## src/rtl/branch_resolver_pkg.sv

```systemverilog
// rtl/branch_resolver_pkg.sv - shared types and constants for the branch resolver
package branch_resolver_pkg;

    typedef enum logic {
        RUN   = 1'b0,
        FLUSH = 1'b1
    } br_state_e;

    localparam logic [31:0] DELAY_SLOT_OFFSET = 32'd8;

    typedef struct packed {
        logic        taken;
        logic [31:0] pc;
        logic [31:0] target;
    } pred_entry_t;

endpackage

```

## src/rtl/branch_resolver_pred_fifo.sv

```systemverilog
// rtl/branch_resolver_pred_fifo.sv - in-flight prediction queue with push/pop/clear
module pred_fifo
    import branch_resolver_pkg::*;
#(
    parameter int DEPTH = 4
) (
    input  logic                     CLK,
    input  logic                     RESET,
    input  logic                     push_i,
    input  logic                     pop_i,
    input  logic                     clear_i,
    input  pred_entry_t              wdata_i,
    output pred_entry_t              rdata_o,
    output logic                     full_o,
    output logic                     empty_o,
    output logic [$clog2(DEPTH):0]   count_o
);

    localparam int AW = $clog2(DEPTH);
    localparam int CW = AW + 1;

    pred_entry_t         mem_q [DEPTH];
    logic [AW-1:0]       rd_ptr_q;
    logic [AW-1:0]       wr_ptr_q;
    logic [CW-1:0]       count_q;
    logic                do_push;
    logic                do_pop;

    assign empty_o = (count_q == '0);
    assign full_o  = (count_q == CW'(DEPTH));
    assign count_o = count_q;
    assign rdata_o = mem_q[rd_ptr_q];

    // A full queue still takes a push when the head leaves on the same edge.
    assign do_pop  = pop_i && !empty_o;
    assign do_push = push_i && (!full_o || do_pop);

    always_ff @(posedge CLK or negedge RESET) begin
        if (!RESET) begin
            rd_ptr_q <= '0;
            wr_ptr_q <= '0;
            count_q  <= '0;
        end else if (clear_i) begin
            rd_ptr_q <= '0;
            wr_ptr_q <= '0;
            count_q  <= '0;
        end else begin
            if (do_push) begin
                wr_ptr_q <= wr_ptr_q + AW'(1);
            end
            if (do_pop) begin
                rd_ptr_q <= rd_ptr_q + AW'(1);
            end
            count_q <= count_q + CW'(do_push) - CW'(do_pop);
        end
    end

    always_ff @(posedge CLK) begin
        if (do_push && !clear_i) begin
            mem_q[wr_ptr_q] <= wdata_i;
        end
    end

endmodule

```

## src/rtl/branch_resolver.sv

```systemverilog
// rtl/branch_resolver.sv - matches EX branch outcomes against queued ID predictions
module branch_resolver
    import branch_resolver_pkg::*;
#(
    parameter int DEPTH        = 4,
    parameter int FLUSH_CYCLES = 2
) (
    input  logic                     CLK,
    input  logic                     RESET,
    input  logic                     Pred_valid,
    input  logic                     Pred_taken,
    input  logic [31:0]              Pred_pc,
    input  logic [31:0]              Pred_target,
    input  logic                     Res_valid,
    input  logic                     Res_taken,
    input  logic [31:0]              Res_target,
    output logic                     Branch_resolved,
    output logic [31:0]              Branch_addr_OUT,
    output logic                     Flush,
    output logic [31:0]              Redirect_pc,
    output logic                     Stall_ID,
    output logic [$clog2(DEPTH):0]   Count,
    output logic [15:0]              Mispredicts,
    output logic                     Err_underflow
);

    localparam int FCW = $clog2(FLUSH_CYCLES + 1);

    br_state_e    state_q, state_d;
    logic [FCW-1:0] fcnt_q, fcnt_d;

    pred_entry_t  push_entry;
    pred_entry_t  head;
    logic         fifo_full;
    logic         fifo_empty;
    logic         run;
    logic         pop_fire;
    logic         push_req;
    logic         underflow;
    logic         mispredict;

    logic         resolved_q, resolved_d;
    logic [31:0]  addr_q, addr_d;
    logic         flush_q, flush_d;
    logic [31:0]  redirect_q, redirect_d;
    logic [15:0]  mp_q, mp_d;
    logic         err_q, err_d;

    assign push_entry = '{taken: Pred_taken, pc: Pred_pc, target: Pred_target};

    always_comb begin
        run        = (state_q == RUN);
        pop_fire   = run && Res_valid && !fifo_empty;
        underflow  = run && Res_valid && fifo_empty;
        mispredict = pop_fire &&
                     ((Res_taken != head.taken) || (Res_taken && (Res_target != head.target)));
        // Anything pushed alongside a mispredict was fetched down the wrong path.
        push_req   = run && Pred_valid && !mispredict;
    end

    pred_fifo #(
        .DEPTH (DEPTH)
    ) u_fifo (
        .CLK     (CLK),
        .RESET   (RESET),
        .push_i  (push_req),
        .pop_i   (pop_fire),
        .clear_i (mispredict),
        .wdata_i (push_entry),
        .rdata_o (head),
        .full_o  (fifo_full),
        .empty_o (fifo_empty),
        .count_o (Count)
    );

    always_comb begin
        state_d = state_q;
        fcnt_d  = fcnt_q;
        case (state_q)
            RUN: begin
                if (mispredict) begin
                    state_d = FLUSH;
                    fcnt_d  = FCW'(FLUSH_CYCLES - 1);
                end
            end
            FLUSH: begin
                if (fcnt_q == '0) begin
                    state_d = RUN;
                end else begin
                    fcnt_d = fcnt_q - FCW'(1);
                end
            end
            default: state_d = RUN;
        endcase
    end

    always_comb begin
        resolved_d = pop_fire ? Res_taken : 1'b0;
        addr_d     = pop_fire ? head.pc : 32'd0;
        flush_d    = mispredict;
        redirect_d = redirect_q;
        mp_d       = mp_q;
        err_d      = err_q || underflow;
        if (mispredict) begin
            redirect_d = Res_taken ? Res_target : (head.pc + DELAY_SLOT_OFFSET);
            if (mp_q != 16'hFFFF) begin
                mp_d = mp_q + 16'd1;
            end
        end
    end

    always_ff @(posedge CLK or negedge RESET) begin
        if (!RESET) begin
            state_q    <= RUN;
            fcnt_q     <= '0;
            resolved_q <= 1'b0;
            addr_q     <= 32'd0;
            flush_q    <= 1'b0;
            redirect_q <= 32'd0;
            mp_q       <= 16'd0;
            err_q      <= 1'b0;
        end else begin
            state_q    <= state_d;
            fcnt_q     <= fcnt_d;
            resolved_q <= resolved_d;
            addr_q     <= addr_d;
            flush_q    <= flush_d;
            redirect_q <= redirect_d;
            mp_q       <= mp_d;
            err_q      <= err_d;
        end
    end

    assign Branch_resolved = resolved_q;
    assign Branch_addr_OUT = addr_q;
    assign Flush           = flush_q;
    assign Redirect_pc     = redirect_q;
    assign Mispredicts     = mp_q;
    assign Err_underflow   = err_q;
    assign Stall_ID        = fifo_full || (state_q == FLUSH);

endmodule

```

## config.mk

```make
export PLATFORM = sky130hd
export DESIGN_NAME = branch_resolver
export DESIGN_NICKNAME = d
export VERILOG_FILES = /design/src/rtl/branch_resolver_pkg.sv /design/src/rtl/branch_resolver_pred_fifo.sv /design/src/rtl/branch_resolver.sv
export SDC_FILE = /design/constraint.sdc
export NUM_CORES = 1
export LEC_CHECK = 0
export BUFFER_PORTS_ARGS = -buffer_cell sky130_fd_sc_hd__buf_2
export CAP_MARGIN = 20
export CORE_MARGIN = 2
export CORE_UTILIZATION = 57
export DETAILED_ROUTE_END_ITERATION = 6
export PLACE_DENSITY = 0.79
export SYNTH_ARGS = -nofsm -noshare
export SYNTH_HDL_FRONTEND = slang
export SYNTH_SLANG_ARGS = --single-unit
```

## constraint.sdc

```tcl
create_clock -name CLK -period 5.05 [get_ports CLK]
set_input_delay 0.2525 -clock CLK [delete_from_list [all_inputs] [get_ports CLK]]
set_output_delay 0.2525 -clock CLK [all_outputs]
set_load 0.05 [all_outputs]
```

== After elaboration in Yosys (flattened, before gate mapping) ==
Memories as Yosys holds them, arrays and structs flattened.
Index checks and enable logic that the tools add are counted.

* Add/sub/neg operators: 7
* Equality and inequality tests: 6
* Multiplexer cells: 16
* Bitwise gates (word level): 1
* Reductions and logical operators: 23

{| class="wikitable"
|+ Operators by type and width
! kind !! number
|-
| 32-bit 2-to-1 mux || 2
|-
| 32-bit by 4-bit adder with 32-bit output, second input constant || 1
|-
| 32-bit inequality test || 1
|-
| 16-bit by 1-bit adder with 16-bit output, second input constant || 1
|-
| 16-bit inequality test, second input constant || 1
|-
| 2-bit 2-to-1 mux || 6
|-
| 1-bit logical AND || 10
|-
| 1-bit 2-to-1 mux || 5
|-
| 2-bit by 1-bit adder with 2-bit output, second input constant || 2
|-
| 1-bit logical OR || 4
|-
| 2-bit case mux with 2 select lines || 1
|-
| 2-bit AND reduction || 2
|-
| 2-bit nonzero test || 2
|-
| 3-bit by 1-bit adder with 3-bit output || 1
|-
| 3-bit == test, second input constant || 1
|-
| 1-bit zero test || 3
|-
| 3-bit zero test || 1
|-
| 3-bit 2-to-1 mux || 1
|-
| 3-bit by 1-bit subtractor with 3-bit output || 1
|-
| 2-bit zero test || 1
|-
| 2-bit by 1-bit inequality test with 1-bit output, second input constant || 1
|-
| 2-bit inequality test, second input constant || 1
|-
| 1-bit case mux with 2 select lines || 1
|-
| 2-bit by 1-bit subtractor with 2-bit output, second input constant || 1
|-
| other kinds (2) || 2
|}

* Flip-flop bits (word level): 93
* RAM bits: 260
* Bits of input ports: 102
* Word-level logic and storage cells: 65
* Memories: 1

{| class="wikitable"
|+ Memory list
! name !! words !! width !! rd ports !! clocked after memory_dff !! wr ports !! line !! source
|-
| u_fifo.mem_q || 4 || 65 || 1 || 0 || 1 || branch_resolver_pred_fifo.sv:22 || <nowiki>pred_entry_t mem_q [DEPTH];</nowiki>
|}

== Longest topological paths before layout ==
Gate-level depths: netlist (run 1).
An unclocked memory read counts as a cell.

* Word-level depth: 11
* Depth in mapped cells: 18

== Hierarchy ==
From an unflattened synthesis (run 1), not the netlist that was laid out.

* Cells, all modules: 819
* Area total of the unflattened synthesis: 14522.7 um^2

{| class="wikitable"
|+ By module, submodules not included
! module !! times used !! cells each !! area an instance (um^2) !! sequential area each (um^2)
|-
| pred_fifo || 1 || 385 || 9882.0 || 7982.7
|-
| branch_resolver || 1 || 434 || 4640.7 || 2152.1
|}

== Worst setup path after synthesis (run 1) ==
OpenSTA, ideal clock, no wires.

* Path type: register -> register
* Start point: register u_fifo.rd_ptr_q[0]
* End point: memory u_fifo.mem_q[0][0] (netlist name), enable pin
* Setup time: 0.430 ns
* Data arrival time: 3.868 ns
* Slack: 0.752 ns
* Stages on the path, launching flop included: 12
* Path buffers: 4
* Cells stage by stage: dfrtp_1 > buf_2 > buf_6 > mux4_2 > xnor2_1 > nand4_1 > nor4_1 > nand3_1 > o21ai_2 > buf_4 > buf_2 > and3_1

* Word-level cells in the longest chain between the ends: 11
* Elaborated cells on any way between the ends: 12
* Classes of those cells: 2 x eq/ne; 2 x mux; 7 x reduce/logical; 1 x memory

{| class="wikitable"
|+ RTL lines
! item !! line !! source
|-
| start, declared || branch_resolver_pred_fifo.sv:23 || <nowiki>logic [AW-1:0] rd_ptr_q;</nowiki>
|-
| start signal, assigned || branch_resolver_pred_fifo.sv:52 || <nowiki>rd_ptr_q <= rd_ptr_q + AW'(1);</nowiki>
|-
| memory read 4 x 65 bit * || - ||
|-
| 32-bit inequality test || branch_resolver.sv:56 || <nowiki>((Res_taken != head.taken) || (Res_taken && (Res_target != head.target)));</nowiki>
|-
| 1-bit logical AND || branch_resolver.sv:56 ||
|-
| 1-bit logical OR * || branch_resolver.sv:56 ||
|-
| 1-bit logical AND * || branch_resolver.sv:55 || <nowiki>mispredict = pop_fire &&</nowiki>
|-
| 1-bit zero test * || branch_resolver_pred_fifo.sv:59, branch_resolver.sv:58 ||
|-
| 1-bit logical AND || branch_resolver.sv:58 || <nowiki>push_req = run && Pred_valid && !mispredict;</nowiki>
|-
| 1-bit logical AND || branch_resolver_pred_fifo.sv:36 || <nowiki>assign do_push = push_i && (!full_o || do_pop);</nowiki>
|-
| 1-bit logical AND * || branch_resolver_pred_fifo.sv:59 || <nowiki>if (do_push && !clear_i) begin</nowiki>
|-
| 1-bit 2-to-1 mux * || branch_resolver_pred_fifo.sv:59 ||
|-
| 1-bit 2-to-1 mux (implied by the code) * || branch_resolver_pred_fifo.sv:60 || <nowiki>mem_q[wr_ptr_q] <= wdata_i;</nowiki>
|-
| end, declared || branch_resolver_pred_fifo.sv:22 ||
|}

Mark *: on every way between the ends. The rest lies on a longest branch, timed or not.

== Worst setup path after layout (run 1) ==
* Start point: register u_fifo.rd_ptr_q[0]
* End point: register u_fifo.count_q[2], in the netlist u_fifo.count_o[2]

* Word-level cells in the longest chain between the ends: 11
* Elaborated cells on any way between the ends: 12
* Classes of those cells: 2 x add/sub; 2 x eq/ne; 1 x mux; 6 x reduce/logical; 1 x memory

{| class="wikitable"
|+ RTL lines
! item !! line !! source
|-
| memory read 4 x 65 bit * || - ||
|-
| 32-bit inequality test || branch_resolver.sv:56 ||
|-
| 1-bit logical AND || branch_resolver.sv:56 ||
|-
| 1-bit logical OR * || branch_resolver.sv:56 ||
|-
| 1-bit logical AND * || branch_resolver.sv:55 ||
|-
| 1-bit zero test || branch_resolver.sv:58 ||
|-
| 1-bit logical AND || branch_resolver.sv:58 ||
|-
| 1-bit logical AND || branch_resolver_pred_fifo.sv:36 ||
|-
| 3-bit by 1-bit adder with 3-bit output || branch_resolver_pred_fifo.sv:54 || <nowiki>count_q <= count_q + CW'(do_push) - CW'(do_pop);</nowiki>
|-
| 3-bit by 1-bit subtractor with 3-bit output || branch_resolver_pred_fifo.sv:54 ||
|-
| 3-bit 2-to-1 mux * || branch_resolver_pred_fifo.sv:43 || <nowiki>end else if (clear_i) begin</nowiki>
|-
| end signal, assigned || branch_resolver_pred_fifo.sv:54 ||
|-
| end, declared || branch_resolver_pred_fifo.sv:25 || <nowiki>logic [CW-1:0] count_q;</nowiki>
|}

Marks and branches as above.
A chain may end at the register's enable or synchronous reset.

==> results of run 1 <==
==> metrics by stage <==
stage                     total power, mW  util, %
after CTS                            10.1     70.4
after floorplan                      6.51        -
after global placement               7.35     63.0
final                                10.1     70.4
after detailed placement             7.43     63.0
after global routing                 10.5     70.4
==> where the power goes <==
group / internal (mW) / leakage, nW / total, mW / switching, mW
registers: 3.70 / 3.54 / 4.02 / 0.323
clock network: 1.60 / 0.574 / 2.65 / 1.06
logic: 1.20 / 2.59 / 3.41 / 2.21
==> synthesized netlist by cell type, types with 2 or more instances <==
cell | count | area, µm²
mux4_2 | 56 | 1260
nand4_1 | 10 | 62.6
nand2_1 | 54 | 203
nand2b_1 | 4 | 25.0
o21ai_0 | 34 | 170
nor4_1 | 5 | 31.3
clkbuf_1 | 13 | 48.8
inv_1 | 10 | 37.5
nor2b_1 | 2 | 12.5
buf_2 | 12 | 60.1
and3_1 | 14 | 87.6
o21a_1 | 3 | 22.5
xnor2_1 | 40 | 350
a2bb2oi_1 | 2 | 17.5
nor3_1 | 7 | 35.0
ha_1 | 9 | 113
mux2_2 | 17 | 191
and4_1 | 4 | 35.0
nor3b_1 | 3 | 22.5
edfxtp_1 | 260 | 7810
nor2_1 | 33 | 124
a21oi_1 | 10 | 50.1
buf_6 | 2 | 22.5
dfrtp_1 | 93 | 2330
mux2i_1 | 28 | 280
and2_1 | 41 | 257
mux2_4 | 3 | 45.0
buf_4 | 8 | 60.1
xor2_1 | 32 | 280
nand3_1 | 21 | 105
==> logic make-up after synthesis <==
family / share of synthesized area (%)
flops: 70.8
xor+xnor: 4.40
fa+ha+maj: 0.926
buf+inv: 1.65
mux: 12.4
compound gates: 2.73
simple gates: 7.08
==> routing by layer <==
layer	global-route usage, %	vias up	part of all wire [%]
li1	-	3769	-
met1	34.6	4222	40
met2	40.3	370	49
met3	5.65	69	7.5
met4	9.13	0	3.2
met5	0	-	0
==> worst max path at each step <==
stage | cells after the start | from | end | slack (ns)
3_5_place_dp | 15 | u_fifo.rd_ptr_q[0]$_DFFE_PN0P_ | u_fifo.count_o[2]$_DFF_PN0_ | 0.94
4_1_cts | 15 | u_fifo.rd_ptr_q[0]$_DFFE_PN0P_ | u_fifo.count_o[2]$_DFF_PN0_ | 0.88
5_1_grt | 15 | u_fifo.rd_ptr_q[0]$_DFFE_PN0P_ | u_fifo.count_o[2]$_DFF_PN0_ | 0.56
6_report | 15 | u_fifo.rd_ptr_q[0]$_DFFE_PN0P_ | u_fifo.count_o[2]$_DFF_PN0_ | 0.93
3_3_place_gp | 15 | u_fifo.rd_ptr_q[0]$_DFFE_PN0P_ | u_fifo.count_o[2]$_DFF_PN0_ | 1.03
2_1_floorplan | 11 | u_fifo.rd_ptr_q[0]$_DFFE_PN0P_ | u_fifo.mem_q[0][0]$_DFFE_PP_ | 0.75
==> critical path, delay by kind of cell, from the launching register on <==
| family | cells | cell delay [ns] |
|---|---|---|
| adder cells (fa/ha/maj) | 2 | 0.52 |
| flip-flops | 1 | 0.75 |
| AND/OR/NAND/NOR | 5 | 0.76 |
| AO/OA/AOI/OAI | 1 | 0.18 |
| buffers and inverters | 3 | 0.71 |
| multiplexers | 1 | 0.56 |
| XOR/XNOR | 3 | 0.47 |
==> timing repair <==
action	CTS	global route
hold endpoints to repair	299	0
hold buffers	65	0
gates resized for setup	0	0
==> cell type report <==
cell class                 instances  share of cell area, %
inverter                          11                  0.236
antenna                            1                 0.0143
tap                              330                   2.36
timing repair buffer             275                   10.2
clock inverter                    13                   1.01
clock buffer                      53                   5.74
multi-input combinational        450                   22.6
sequential                       353                   57.9
==> sequential cells by signal, summed over array words and instances (netlist names) <==
name	flops
u_fifo.rd_ptr_q	2
u_fifo.count_o	3
Branch_resolved	1
state_q	1
Branch_addr_OUT	32
Mispredicts	16
Flush	1
Err_underflow	1
Redirect_pc	32
u_fifo.mem_q	260
u_fifo.wr_ptr_q	2
fcnt_q	2
==> cells in the final DEF, fill, tap and decap left out, types with 5 or more instances in the layout <==
master / n
a21oi_1: 10
and2_1: 41
and3_1: 10
buf_2: 187
buf_4: 21
clkbuf_1: 14
clkbuf_16: 37
dfrtp_1: 91
dlygate4sd3_1: 65
edfxtp_1: 260
ha_1: 9
inv_1: 10
mux2_2: 17
mux2i_1: 28
mux4_2: 56
nand2_1: 54
nand3_1: 21
nand4_1: 10
nor2_1: 33
nor3_1: 7
nor4_1: 5
o21ai_0: 34
xnor2_1: 40
xor2_1: 32
==> results by group, run 1 <==
Yosys
  – Syn Std Cell Area: 14300 µm²
  – Synth unique cells: 50
  – Sequential share of the synthesized area: 70.8%
  – Synth warn: 0
  – Asr flop ratio synth: 26.3%
  – Ys flop type: edfxtp_1
  – Number of synthesized register bits: 353
  – Post-synth EDFFs: 260
  – Post-Syn Instances: 850
  – Mapped Nets: 962
  – Syn Area/Cell: 16.8 µm²

Hold path
  – Worst Hold End: Err_underflow$_DFF_PN0_
  – WHS Path Cells: 2
  – Hold path startpoint: Res_valid
  – HP Class: input pin to flop

Power and ir drop
  – Pleak: 6.71 nW
  – Max IR drop VDD: 0.000363 V
  – PD cells: 575 nW/µm²

Final layout
  – Share of layout cells above drive strength 1: 30.1%
  – Area delta synth->final: 22.4%
  – Seq. cell area: 10100 µm²
  – Fin area: 17500 µm²
  – Layout Nets: 1239
  – Area of the multi-input gates: 3960 µm²
  – Fin cells: 1486
  – Fill cells: 1522

Place
  – Worst slack, placed: 0.937 ns
  – Placer Congestion: 0.833
  – Placed insts: 1354
  – HPWL after detailed placement: 21900 µm
  – Placed cell area: 15700 µm²
  – Port Buffers: 188

Clock network
  – Max Root-Sink Buffers: 3
  – Post-CTS Setup Inserts: 0
  – CTS tree: yes
  – Worst-path clk slew: 0.06 ns
  – Root buffer cell: clkbuf_16
  – Clk Latency, worst-skew pair: 0.52 ns
  – Total CTS buffers: 36
  – H-tree Lvls: 2
  – Clk sinks: 353

Floorplanning
  – Initial Util: 57.5%
  – Ports: 189
  – Core area: 24900 µm²
  – Row Count: 58
  – Die W: 162 µm
  – Die height: 162 µm
  – Die Area: 26400 µm²

STA
  – Final Hold Viols: 0
  – Max_slew headroom: 51.5%
  – Least-Margin Pin Slew: 0.727 ns
  – Final Slew Violations: 0
  – RSZ-0062 raised after global routing: false
  – Setup violations, final: 0
  – Final clock skew: 0.0158 ns
  – Worst setup margin: 0.928 ns
  – Setup_tns: 0 ns
  – Final hold slack: 0.0215 ns
  – Post-route minimum period: 4.12 ns
  – Max frequency: 0.243 GHz
  – Crit share post-route: 81.6%

Job
  – Max-cap viol count: 0

Global route
  – Largest net degree at the start of global routing: 61
  – Initial antenna violation count: 1
  – Global Route Usage Sum: 25.2%
  – First-pass GRT wire length: 49600 µm
  – Vias in the first global route: 8598
  – Overflow after GRT: 0

Critical path
  – Worst r2r dst: u_fifo.count_o[2]$_DFF_PN0_
  – Crit path DAT: 4.50 ns
  – Crit path max-delay cell type: dfrtp_4
  – Critical path class: flop to flop
  – RR Startpoint: u_fifo.rd_ptr_q[0]$_DFFE_PN0P_
  – Critical path endpoint category: flop
  – R2R Setup Slk: 0.93 ns
  – Largest stage delay, worst path: 0.75 ns
  – Cells on worst reg2reg path: 15
  – CP max FO: 28
  – Worst EP required: 5.43 ns
  – Critical-path cell list: buf_4, mux4_2, xnor2_1, nand4_1, nor4_1, nand3_1, o21ai_4, buf_4, and2_1, ha_1, inv_1, fa_1, xor2_1, xnor2_1, nor2_1
  – Critical Path Start Type: flop

Detailed routing
  – Drt first pass iters: 5
  – Drt drc: 0
  – Total Routed Length: 32900 µm
  – Vias/cell: 5.67
  – ANT nets after route: 0
  – Vias: 8430
  – WL/cell: 22.1 µm
  – Starting DRC count in detailed routing: 898

Run status
  – Outcome: finished clean
Note: power is estimated with default switching activity, not from simulation.
==> run 2, diff against run 1 <==
- ABC_AREA: default -> 1
- CORE_UTILIZATION: 57 -> 58
- PLACE_DENSITY: 0.79 -> 0.8
- clock period: 5.05 -> 3.9 ns (I/O delays scaled with it)
==> run 2 against run 1 <==
Net effect: the flow now finishes with violations (design-rule violations); worst setup slack worse by 0.67 ns; final cell count up 44%; maximum frequency up 13%; sequential cell count unchanged; global-route usage up 4.1 points; register-to-register slack worse by 0.67 ns; clock-buffer cell count down 1; non-clock buffer count up 5; utilization up 0.67 points; largest power group is now combinational logic.
==> results by group, run 2 <==
Yosys
  – Syn Area/Cell: 10.1 µm² (-40%)
  – Number of synthesized register bits: 353 (unchanged)
  – Post-Synth Simple-Gate Area: 24.9% (+18 points)
  – Area share of the largest cell type after synthesis: 50.9% (-3.7 points)
  – Asr flop ratio synth: 26.3% (unchanged)
  – Mapped Nets: 1630 (+69%)
  – Syn Std Cell Area: 15400 µm² (+7.2%)
  – XOR/XNOR share of the synthesized area: 2.28% (-2.1 points)
  – Synth unique cells: 33 (-34%)
  – Synth top cells by count: nand2_1 (576), edfxtp_1 (260), nand3_1 (180)
  – Ys flop type: edfxtp_1
  – Synth Area in Adders: 0.864% (-0.063 points)
  – Post-synth EDFFs: 260 (unchanged)
  – Most numerous cell in the Yosys netlist: nand2_1
  – Post-Syn Instances: 1518 (+79%)
  – Synth warn: 0 (unchanged)
  – Mux cell area share after synthesis: 0.391% (-12 points)
  – Sequential share of the synthesized area: 66.0% (-4.8 points)
  – Main combinational cell family by area after synthesis: simple AND/OR/NAND/NOR gates
  – Main area contributors after synthesis: edfxtp_1 (51%), dfrtp_1 (15%), nand2_1 (14%)
  – Compound-cell area share of the yosys netlist: 1.93% (-0.80 points)
  – Top cell type by total area after synthesis: edfxtp_1

Run status
  – Outcome: finished with violations
  – Failing checks: design-rule violations

Critical path
  – Largest stage delay, worst path: 0.71 ns (-0.04 ns)
  – Crit path max-delay cell type: inv_2
  – Critical Path Start Type: flop
  – Crit path max-delay family: simple AND/OR/NAND/NOR gates
  – Crit path DAT: 4.08 ns (-0.42 ns)
  – Critical path endpoint category: flop
  – Worst EP required: 4.35 ns (-1.08 ns)
  – CP max FO: 46 (+64%)
  – Critical path class: flop to flop
  – Critical-path cell list: inv_2, nand3_1, nand3_1, nand2_1, nor2_1, nand2_1, nor2_1, nand3_1, o21bai_4, nand2_1, inv_1, ha_1, inv_1, fa_1, xor2_1, nor2_1
  – Worst path buffer plus inverter count: 3 (unchanged)

STA
  – Max frequency: 0.275 GHz (+13%)
  – Setup_tns: 0 ns (unchanged)
  – Crit share post-route: 93.3% (+12 points)
  – Least-Margin Pin Slew: 0.981 ns (+0.254 ns)
  – Final Slew Violations: 0 (unchanged)
  – Final Hold Viols: 0 (unchanged)
  – Setup violations, final: 0 (unchanged)
  – Worst setup margin: 0.263 ns (-0.665 ns)
  – Final clock skew: 0.0237 ns (+0.00792 ns)
  – RSZ-0062 raised after global routing: false
  – Max_slew headroom: 34.5% (-17 points)
  – Final hold slack: 0.0486 ns (+0.0271 ns)
  – Post-route minimum period: 3.64 ns (-0.485 ns)

Clock network
  – H-tree Lvls: 2 (unchanged)
  – Clk sinks: 353 (unchanged)
  – Max Root-Sink Buffers: 3 (unchanged)
  – CTS tree: yes
  – Total CTS buffers: 36 (unchanged)
  – Clk Latency, worst-skew pair: 0.53 ns (about the same)
  – Root buffer cell: clkbuf_16
  – Post-CTS Setup Inserts: 0 (unchanged)
  – Worst-path clk slew: 0.06 ns (about the same)

Final layout
  – Layout Nets: 1886 (+52%)
  – Largest register by flop count: u_fifo.mem_q
  – Most common cell after layout, fill and taps aside: nand2_1
  – Commonest cells after routing, fill and taps aside: nand2_1 (576), edfxtp_1 (260), buf_2 (187)
  – Share of layout cells above drive strength 1: 15.7% (-14 points)
  – Max reg flops: 260 (unchanged)
  – Fin cells: 2137 (+44%)
  – Fin area: 18500 µm² (+5.7%)
  – Fill cells: 1857 (+22%)
  – Area delta synth->final: 20.7%
  – Final core occ: 71.1% (+0.67 points)
  – N_diodes: 0 (-1)

Floorplanning
  – Die height: 167 µm (+2.6%)
  – Initial Util: 58.9% (+1.4 points)
  – Die Area: 27800 µm² (+5.3%)
  – Core area: 26100 µm² (+4.7%)
  – Die W: 167 µm (+2.6%)
  – Row Count: 59 (+1.7%)
  – Ports: 189 (unchanged)

Power and ir drop
  – Max IR drop VDD: 0.000666 V (+83%)
  – Pleak: 8.10 nW (+21%)
  – PD cells: 766 nW/µm² (+33%)
  – Tot Pwr: 14.2 mW (+41%)

Detailed routing
  – Drt first pass iters: 7 (+2)
  – ANT nets after route: 0 (unchanged)
  – Drt drc: 2 (+2)
  – Total Routed Length: 40800 µm (+24%)
  – WL/cell: 19.1 µm (-14%)
  – Starting DRC count in detailed routing: 1427 (+59%)
  – Vias: 12056 (+43%)
  – Vias/cell: 5.64 (-0.55%)

Global route
  – Overflow after GRT: 0 (unchanged)
  – Largest net degree at the start of global routing: 93 (+52%)
  – Vias in the first global route: 11799 (+37%)
  – Global Route Usage Sum: 29.4% (+4.1 points)
  – First-pass GRT wire length: 63500 µm (+28%)
  – Initial antenna violation count: 1 (unchanged)

Place
  – Placed cell area: 16700 µm² (+6.6%)
  – Worst slack, placed: 0.349 ns (-0.587 ns)
  – HPWL after detailed placement: 26500 µm (+21%)
  – Placed insts: 2004 (+48%)
  – Port Buffers: 188 (unchanged)
  – Placer Congestion: 0.911 (+9.4%)

Job
  – Max-cap viol count: 0 (unchanged)

Hold path
  – HP Class: input pin to flop
[run 2: cell types whose count changed after synthesis, sizes merged, moves of 8 or more]
cell	previous run	this run
nand3	21	180
nand3b	0	19
nor2	33	134
and2	42	0
nand2	54	576
mux4	56	0
mux2i	28	6
nand4	10	2
xnor2	40	13
mux2	20	0
inv	11	66
and3	14	0
buf	23	49
[run 2: cells by family after synthesis]
family,count (synthesis)
buf+inv,129
compound gates,53
flops,353
simple gates,927
xor+xnor,40
mux,6
fa+ha+maj,10
[run 2: layer usage]
metal | wire [µm] | GRT usage, %
met1 | 16300 | 40.7
met2 | 19200 | 47.1
met3 | 3800 | 4.75
met4 | 1540 | 11.7
met5 | 11 | 0
[run 2: report_power, final]
group          switching, mW  internal, mW
clock                   1.39          1.90
combinational           4.29          1.48
sequential             0.337          4.80
total                   6.02          8.18
[run 2: layout make-up]
type                       count  area (µm²)  area share (%)
sequential                   353       10100            54.7
multi-input combinational   1036        4700            25.4
timing repair buffer         280        1890            10.2
clock buffer                  52        1020            5.52
tap                          335         419            2.26
inverter                      67         253            1.36
clock inverter                14         105           0.567
[run 2: path summary, 6_finish.rpt]
check / startpoint / slack (ns) / endpoint / cells past startpoint
setup / recovery: u_fifo.rd_ptr_q[1]$_DFFE_PN0P_ / 0.26 / u_fifo.count_o[2]$_DFF_PN0_ / 16
hold / removal: Res_target[23] / 0.05 / Redirect_pc[23]$_DFFE_PN0P_ / 5
setup reg to reg: u_fifo.rd_ptr_q[1]$_DFFE_PN0P_ / 0.26 / u_fifo.count_o[2]$_DFF_PN0_ / 16
hold reg to reg: Err_underflow$_DFF_PN0_ / 0.47 / Err_underflow$_DFF_PN0_ / 1
max in group asynchronous: RESET / 2.59 / Branch_addr_OUT[18]$_DFF_PN0_ / 3
min in group asynchronous: RESET / 0.36 / Branch_addr_OUT[6]$_DFF_PN0_ / 2
[run 2: timing repair]
| action | 4_1_cts | 5_1_grt |
|---|---|---|
| hold endpoints to repair | 328 | 0 |
| setup endpoints to repair | 0 | 0 |
| gates resized for setup | 0 | 0 |
| hold buffers | 67 | 0 |
[run 2: worst register-to-register path, delay by kind of cell, from the launching register on]
family | cells | cell delay (ns)
AO/OA/AOI/OAI | 1 | 0.16
XOR/XNOR | 1 | 0.17
adder cells (fa/ha/maj) | 2 | 0.52
buffers and inverters | 3 | 0.89
flip-flops | 1 | 0.40
AND/OR/NAND/NOR | 9 | 1.43
